<file path="config.mk">
export PLATFORM = sky130hd
export DESIGN_NAME = instr_mem_256
export DESIGN_NICKNAME = d
export VERILOG_FILES = /design/src/rtl/instr_mem_256.sv
export SDC_FILE = /design/constraint.sdc
export NUM_CORES = 2
export LEC_CHECK = 0
export ABC_CLOCK_PERIOD_IN_PS = 4600
export BUFFER_PORTS_ARGS = -buffer_cell sky130_fd_sc_hd__buf_2
export CELL_PAD_IN_SITES_DETAIL_PLACEMENT = 2
export CELL_PAD_IN_SITES_GLOBAL_PLACEMENT = 2
export CORE_MARGIN = 5
export CORE_UTILIZATION = 47
export CTS_BUF_LIST = sky130_fd_sc_hd__clkbuf_8
export DETAILED_ROUTE_END_ITERATION = 10
export MAX_ROUTING_LAYER = met4
export PLACE_DENSITY = 0.86
export SYNTH_ARGS = -nofsm -noshare
export SYNTH_HDL_FRONTEND = slang
export SYNTH_SLANG_ARGS = --single-unit
</file>
<file path="constraint.sdc">
create_clock -name clk -period 4.6 [get_ports clk]
set_input_delay 0.69 -clock clk [delete_from_list [all_inputs] [get_ports clk]]
set_output_delay 0.69 -clock clk [all_outputs]
set_load 0.02 [all_outputs]
</file>
<file path="src/rtl/instr_mem_256.sv">
// instr_mem_256: 64 x 32-bit (256-byte) instruction memory for the MIPS fetch path.
//
// Ports:
//   clk       system clock; writes commit on the rising edge
//   reset     asynchronous active-low reset; clears every word to NOP (0)
//   addr      fetch byte address (PC[7:0]); word index addr[7:2]
//   dout      combinational instruction word at addr[7:2]
//   misalign  high when addr[1:0] != 0 (informational, does not affect dout)
//   we        write enable, sampled at the rising edge of clk
//   waddr     write byte address; word index waddr[7:2], low bits ignored
//   wdata     write data
//   wbe       byte enables, wbe[3] -> bits 31:24 ... wbe[0] -> bits 7:0
module instr_mem_256 (
    input  logic        clk,
    input  logic        reset,
    input  logic [7:0]  addr,
    output logic [31:0] dout,
    output logic        misalign,
    input  logic        we,
    input  logic [7:0]  waddr,
    input  logic [31:0] wdata,
    input  logic [3:0]  wbe
);

    localparam int unsigned Depth = 64;

    logic [31:0] mem_q [Depth];
    logic        wr_armed_q;
    logic [5:0]  rd_idx;
    logic [5:0]  wr_idx;
    logic        wr_commit;
    logic [31:0] wr_word_d;

    // Byte-offset bits of the write address select nothing.
    logic unused_waddr_lo;
    assign unused_waddr_lo = ^waddr[1:0];

    assign rd_idx = addr[7:2];
    assign wr_idx = waddr[7:2];

    // Writes are held off for the first edge after reset release, so an edge that
    // coincides with the release of reset can never commit a write.
    always_ff @(posedge clk or negedge reset) begin
        if (!reset) begin
            wr_armed_q <= 1'b0;
        end else begin
            wr_armed_q <= 1'b1;
        end
    end

    assign wr_commit = wr_armed_q && we && (wbe != 4'b0000);

    // Merge enabled lanes of wdata into the addressed word; other lanes keep their value.
    always_comb begin
        wr_word_d = mem_q[wr_idx];
        for (int b = 0; b < 4; b++) begin
            if (wbe[b]) begin
                wr_word_d[8*b +: 8] = wdata[8*b +: 8];
            end
        end
    end

    always_ff @(posedge clk or negedge reset) begin
        if (!reset) begin
            for (int i = 0; i < Depth; i++) begin
                mem_q[i] <= 32'h0000_0000;
            end
        end else if (wr_commit) begin
            mem_q[wr_idx] <= wr_word_d;
        end
    end

    // The array is already zero during reset; gating keeps dout at NOP even while the
    // asynchronous clear is propagating.
    always_comb begin
        dout     = reset ? mem_q[rd_idx] : 32'h0000_0000;
        misalign = |addr[1:0];
    end

endmodule

</file>
==> results of run 1 <==
==> layer usage <==
metal,GRT usage,overflow
met2,0.877,126
met3,0.751,18
met5,-,-
met1,0.798,34
met4,0.781,138
==> cells in the mapped netlist, types with 49 or more instances <==
cell type | number | area, um^2
a211oi_1 | 61 | 458
a21oi_1 | 184 | 921
a221o_1 | 50 | 500
a221oi_1 | 213 | 1870
a22oi_1 | 163 | 1220
a31oi_1 | 73 | 457
buf_2 | 326 | 1630
buf_4 | 114 | 856
buf_6 | 49 | 552
clkbuf_1 | 444 | 1670
dfrtp_1 | 2049 | 51300
mux2_2 | 1457 | 16400
mux2i_1 | 417 | 4170
mux4_2 | 681 | 15300
nand2_1 | 980 | 3680
nor2_1 | 71 | 267
o21ai_0 | 464 | 2320
o22ai_1 | 150 | 938
o31ai_1 | 388 | 2910
==> per-stage QoR <==
stage / cell area [um^2] / hold WS, ns / std cells / worst slack, ns
3_5_place_dp: 119000 / 0.497 / 11882 / 0.178
3_3_place_gp: 119000 / 0.474 / 11882 / 0.332
2_1_floorplan: 112000 / 0.394 / 8958 / 0.650
4_1_cts: 127000 / 0.0635 / 12521 / 0.0355
==> cells by family after synthesis <==
kind of cell,count (synthesis),synth area share
mux,2558,0.321
flops,2049,0.457
compound gates,1938,0.121
simple gates,1397,0.0567
buf+inv,1015,0.0449
other cells,1,0.0000334
==> timing repair <==
action,CTS
resized for setup,2
hold buffers,2
endpoints found under the setup margin,2
hold endpoints to repair,374
==> impl_metrics.py, run 1 <==
metrics = {
    "status": {
        "status": "stopped before the end",
        "lastStage": "global routing",
        "error": "[ERROR GRT-0232] Routing congestion too high. Check the congestion heatmap in the GUI.",
    },
    "clock_network": {
        "numCtsBuffers": 378,
        "cts_buffer_depth": 4,
        "root_buffer": "clkbuf_8",
        "clock-sinks": 2049,
        "post_cts_buffers": 0,
        "htreeDepth": 5,
    },
    "synthesis": {
        "seq_area_frac_synth": 0.457,
        "netlist_area_mm2": 0.112,
        "syn_avg_cell_area_um2": 12.5,
        "synth_nets": 9013,
        "syn-instance-count": 8958,
        "async_reset_ff_frac": 1.00,
        "synth_cell_types": 93,
        "yosysWarnings": 0,
        "synth_flop_cell": "dfrtp_1",
        "yosys_register_bits": 2049,
        "synth-edff-count": 0,
    },
    "grt": {
        "grt_overflow": 316,
        "grt_use_total": 0.809,
        "grt_max_degree": 176,
        "grt_antenna_before_repair": 209,
    },
    "die": {
        "die_x_um": 499,
        "rows": 179,
        "die_y_um": 499,
        "initial_core_util": 0.472,
        "io_pins": 88,
    },
    "timing": {
        "postGrtWorstEndpoint": "dout[21]",
        "worst_endpoint_kind": "top-level output",
    },
    "place": {
        "gp_congestion": 0.990,
        "dp_hpwl_mm": 391,
        "port_buffers": 85,
    },
}
==> run 2: changes to the inputs <==
Settings changed: CELL_PAD_IN_SITES_DETAIL_PLACEMENT 2 to unset, CELL_PAD_IN_SITES_GLOBAL_PLACEMENT 2 to unset, CORE_UTILIZATION 47 to 40, CTS_BUF_LIST sky130_fd_sc_hd__clkbuf_8 to unset, MAX_ROUTING_LAYER met4 to unset, PLACE_DENSITY 0.86 to unset, PLACE_DENSITY_LB_ADDON set to 0.15.
==> run 2 against run 1 <==
The run now ends clean. Area after synthesis unchanged. Synthesized cell count unchanged.
==> impl_metrics.py, run 2 <==
metrics = {
    "layout": {
        "top_regs": "mem_q (2048), wr_armed_q (1)",
        "fillCellCount": 25257,
        "final_common_cell": "dfrtp_1",
        "area_growth_pct": 14.6,
        "largest_reg_flops": 2048,
        "drive_gt1_frac": 0.384,
        "layout_common_cells": "dfrtp_1 (2049), mux2_2 (1457), nand2_1 (979), mux4_2 (681), buf_4 (598)",
        "final_util": 0.460,
        "instances_no_fill": 12971,
        "largest-register": "mem_q",
        "fin_area_mm2": 0.129,
        "final_nets": 9092,
    },
    "grt": {
        "grt_pass1_wl_mm": 682,
        "grt_overflow": 0,
        "grt_pass1_vias": 85570,
        "grt_use_total": 0.326,
        "grt_antenna_before_repair": 37,
        "grt_max_degree": 175,
    },
    "timing": {
        "slew_headroom": 0.133,
        "tns_ns": 0,
        "worst_pin_slew_ns": 1.30,
        "fin_crit_sh": 0.993,
        "max_freq_mhz": 219,
        "hold_violations": 0,
        "setup_viol": 0,
        "rsz0062_at_grt": "no",
        "min_period_ns": 4.57,
        "skew_ns": 0.0738,
        "maxSlewViolCount": 0,
    },
    "clock_network": {
        "cts_buffer_depth": 4,
        "clock-sinks": 2049,
        "root_buffer": "clkbuf_16",
        "cts_tree": "done",
        "clk_pin_slew_worst_paths_ns": 0.06,
        "clk-insertion-delay-late_ns": 0.94,
        "htreeDepth": 4,
        "post_cts_buffers": 0,
        "numCtsBuffers": 235,
    },
    "routing": {
        "viasPerCell": 6.66,
        "antenna_left": 0,
        "wl_per_cell_um": 37.5,
        "drc_errors": 0,
        "wl_mm": 486,
        "drtPass1Iterations": 6,
        "drtIter0Drc": 10462,
        "num_vias": 86413,
    },
    "setup_path": {
        "critPathCaptureType": "output port",
        "crit_required_ns": 3.91,
        "rrSetupSlack_ns": 1.43,
        "cpPeakStageDelay_ns": 0.64,
        "cp_slowest_cell": "o22ai_1",
        "crit_fanout": 7,
        "arrival_ns": 3.88,
        "critPathLaunchType": "input pin",
        "cp_cell_sequence": "dlygate4sd3_1 -> buf_12 -> clkinv_1 -> nor2_1 -> buf_4 -> o21ai_0 -> o22ai_1 -> buf_2",
        "worstSetupPathType": "in -> out",
    },
    "synthesis": {
        "synthTopCellsByCount": "dfrtp_1 (2049), mux2_2 (1457), nand2_1 (980)",
        "async_reset_ff_frac": 1.00,
        "yosys.area.top_type": "dfrtp_1",
        "yosys_register_bits": 2049,
        "synth-edff-count": 0,
        "synth_top_area_frac": 0.457,
        "synth_nets": 9013,
        "yosysWarnings": 0,
        "synth_flop_cell": "dfrtp_1",
        "yosysMostFrequentCell": "dfrtp_1",
        "seq_area_frac_synth": 0.457,
        "netlist_area_mm2": 0.112,
        "synth_cell_types": 93,
        "post_synth_main_area_contributors": "dfrtp_1 (46%), mux2_2 (15%), mux4_2 (14%)",
        "syn_avg_cell_area_um2": 12.5,
        "syn-instance-count": 8958,
    },
    "place": {
        "port_buffers": 85,
        "placed_cell_area_mm2": 0.121,
        "gp_congestion": 0.931,
        "dp_cells": 12523,
        "dp_hpwl_mm": 318,
    },
    "die": {
        "coreArea_mm2": 0.279,
        "die-area_mm2": 0.291,
        "die_x_um": 540,
        "rows": 194,
        "io_pins": 88,
        "initial_core_util": 0.401,
        "die_y_um": 540,
    },
    "status": {
        "status": "completed",
    },
    "worst_hold_path": {
        "hp-class": "in -> reg",
    },
    "power": {
        "total_power_uw": 47000,
        "power_density_mw_per_mm2": 365,
        "ir_worst_vdd_v": 0.000412,
        "power.leakage_uw": 0.0557,
    },
    "run": {
        "cap_viol_max_count": 0,
    },
}
-- run 2: worst paths after layout --
kind | to | startpoint | depth (start not counted)
hold / removal | mem_q[2040] | wdata[24] | 3
setup / recovery | dout[31] | reset | 8
min in group asynchronous | mem_q[1636] | reset | 3
setup reg to reg | mem_q[1056] | mem_q[544] | 7
hold reg to reg | mem_q[1345] | mem_q[1345] | 2
max in group asynchronous | mem_q[1345] | reset | 5
-- run 2: kinds of logic after synthesis --
| kind of cell | count (synthesis) | synth area share |
|---|---|---|
| AOI/OAI and AO/OA | 1938 | 0.121 |
| buffers and inverters | 1015 | 0.0449 |
| DFF | 2049 | 0.457 |
| muxes | 2558 | 0.321 |
| other | 1 | 0.0000334 |
| and+or+nand+nor | 1397 | 0.0567 |
-- run 2: metal layers --
metal  vias up  track usage  wire length [um]
li1      34455            -                 -
met1     45453        0.433            191000
met2      5158        0.491            214000
met3      1323       0.0858             49900
met4        24        0.172             31500
met5         -            0               168
-- run 2: per-stage QoR --
| step | hold WS (ns) | worst slack (ns) |
|---|---|---|
| after floorplan | 0.394 | 0.650 |
| after global placement | 0.471 | 0.0410 |
| after detailed placement | 0.485 | 0.0212 |
| after CTS | 0.186 | 0.0233 |
| after global routing | 0.245 | 0.0571 |
| final | 0.219 | 0.0341 |
-- run 2: layout make-up --
class                      count  area [um^2]  area share
clock inverter                62          702     0.00546
clock buffer                 353         7000      0.0545
sequential                  2049        51300       0.399
inverter                      22          103    0.000798
antenna                       32         80.1    0.000623
multi-input combinational   5894        56700       0.441
tap                         3724         4660      0.0363
timing repair buffer         835         8040      0.0626
-- run 2: what timing repair did --
item | CTS | global route
endpoints found under the hold margin | 133 | 0
setup endpoints to repair | 0 | 2
resized for setup | 0 | 2
hold buffers | 1 | 0
-- run 2: power breakdown --
group	leakage, uW	switching (uW)	internal (uW)
clock	0.00379	8040	11100
combinational	0.0239	4110	3090
sequential	0.0280	1130	19500
total	0.0557	13300	33700
-- run 2: worst max-delay path: cells and delay by family --
family	cells	cell delay, ns
and+or+nand+nor	1	0.23
AOI/OAI and AO/OA	2	0.98
buffers and inverters	5	1.92
No activity file was read; power rests on OpenSTA's default activity.
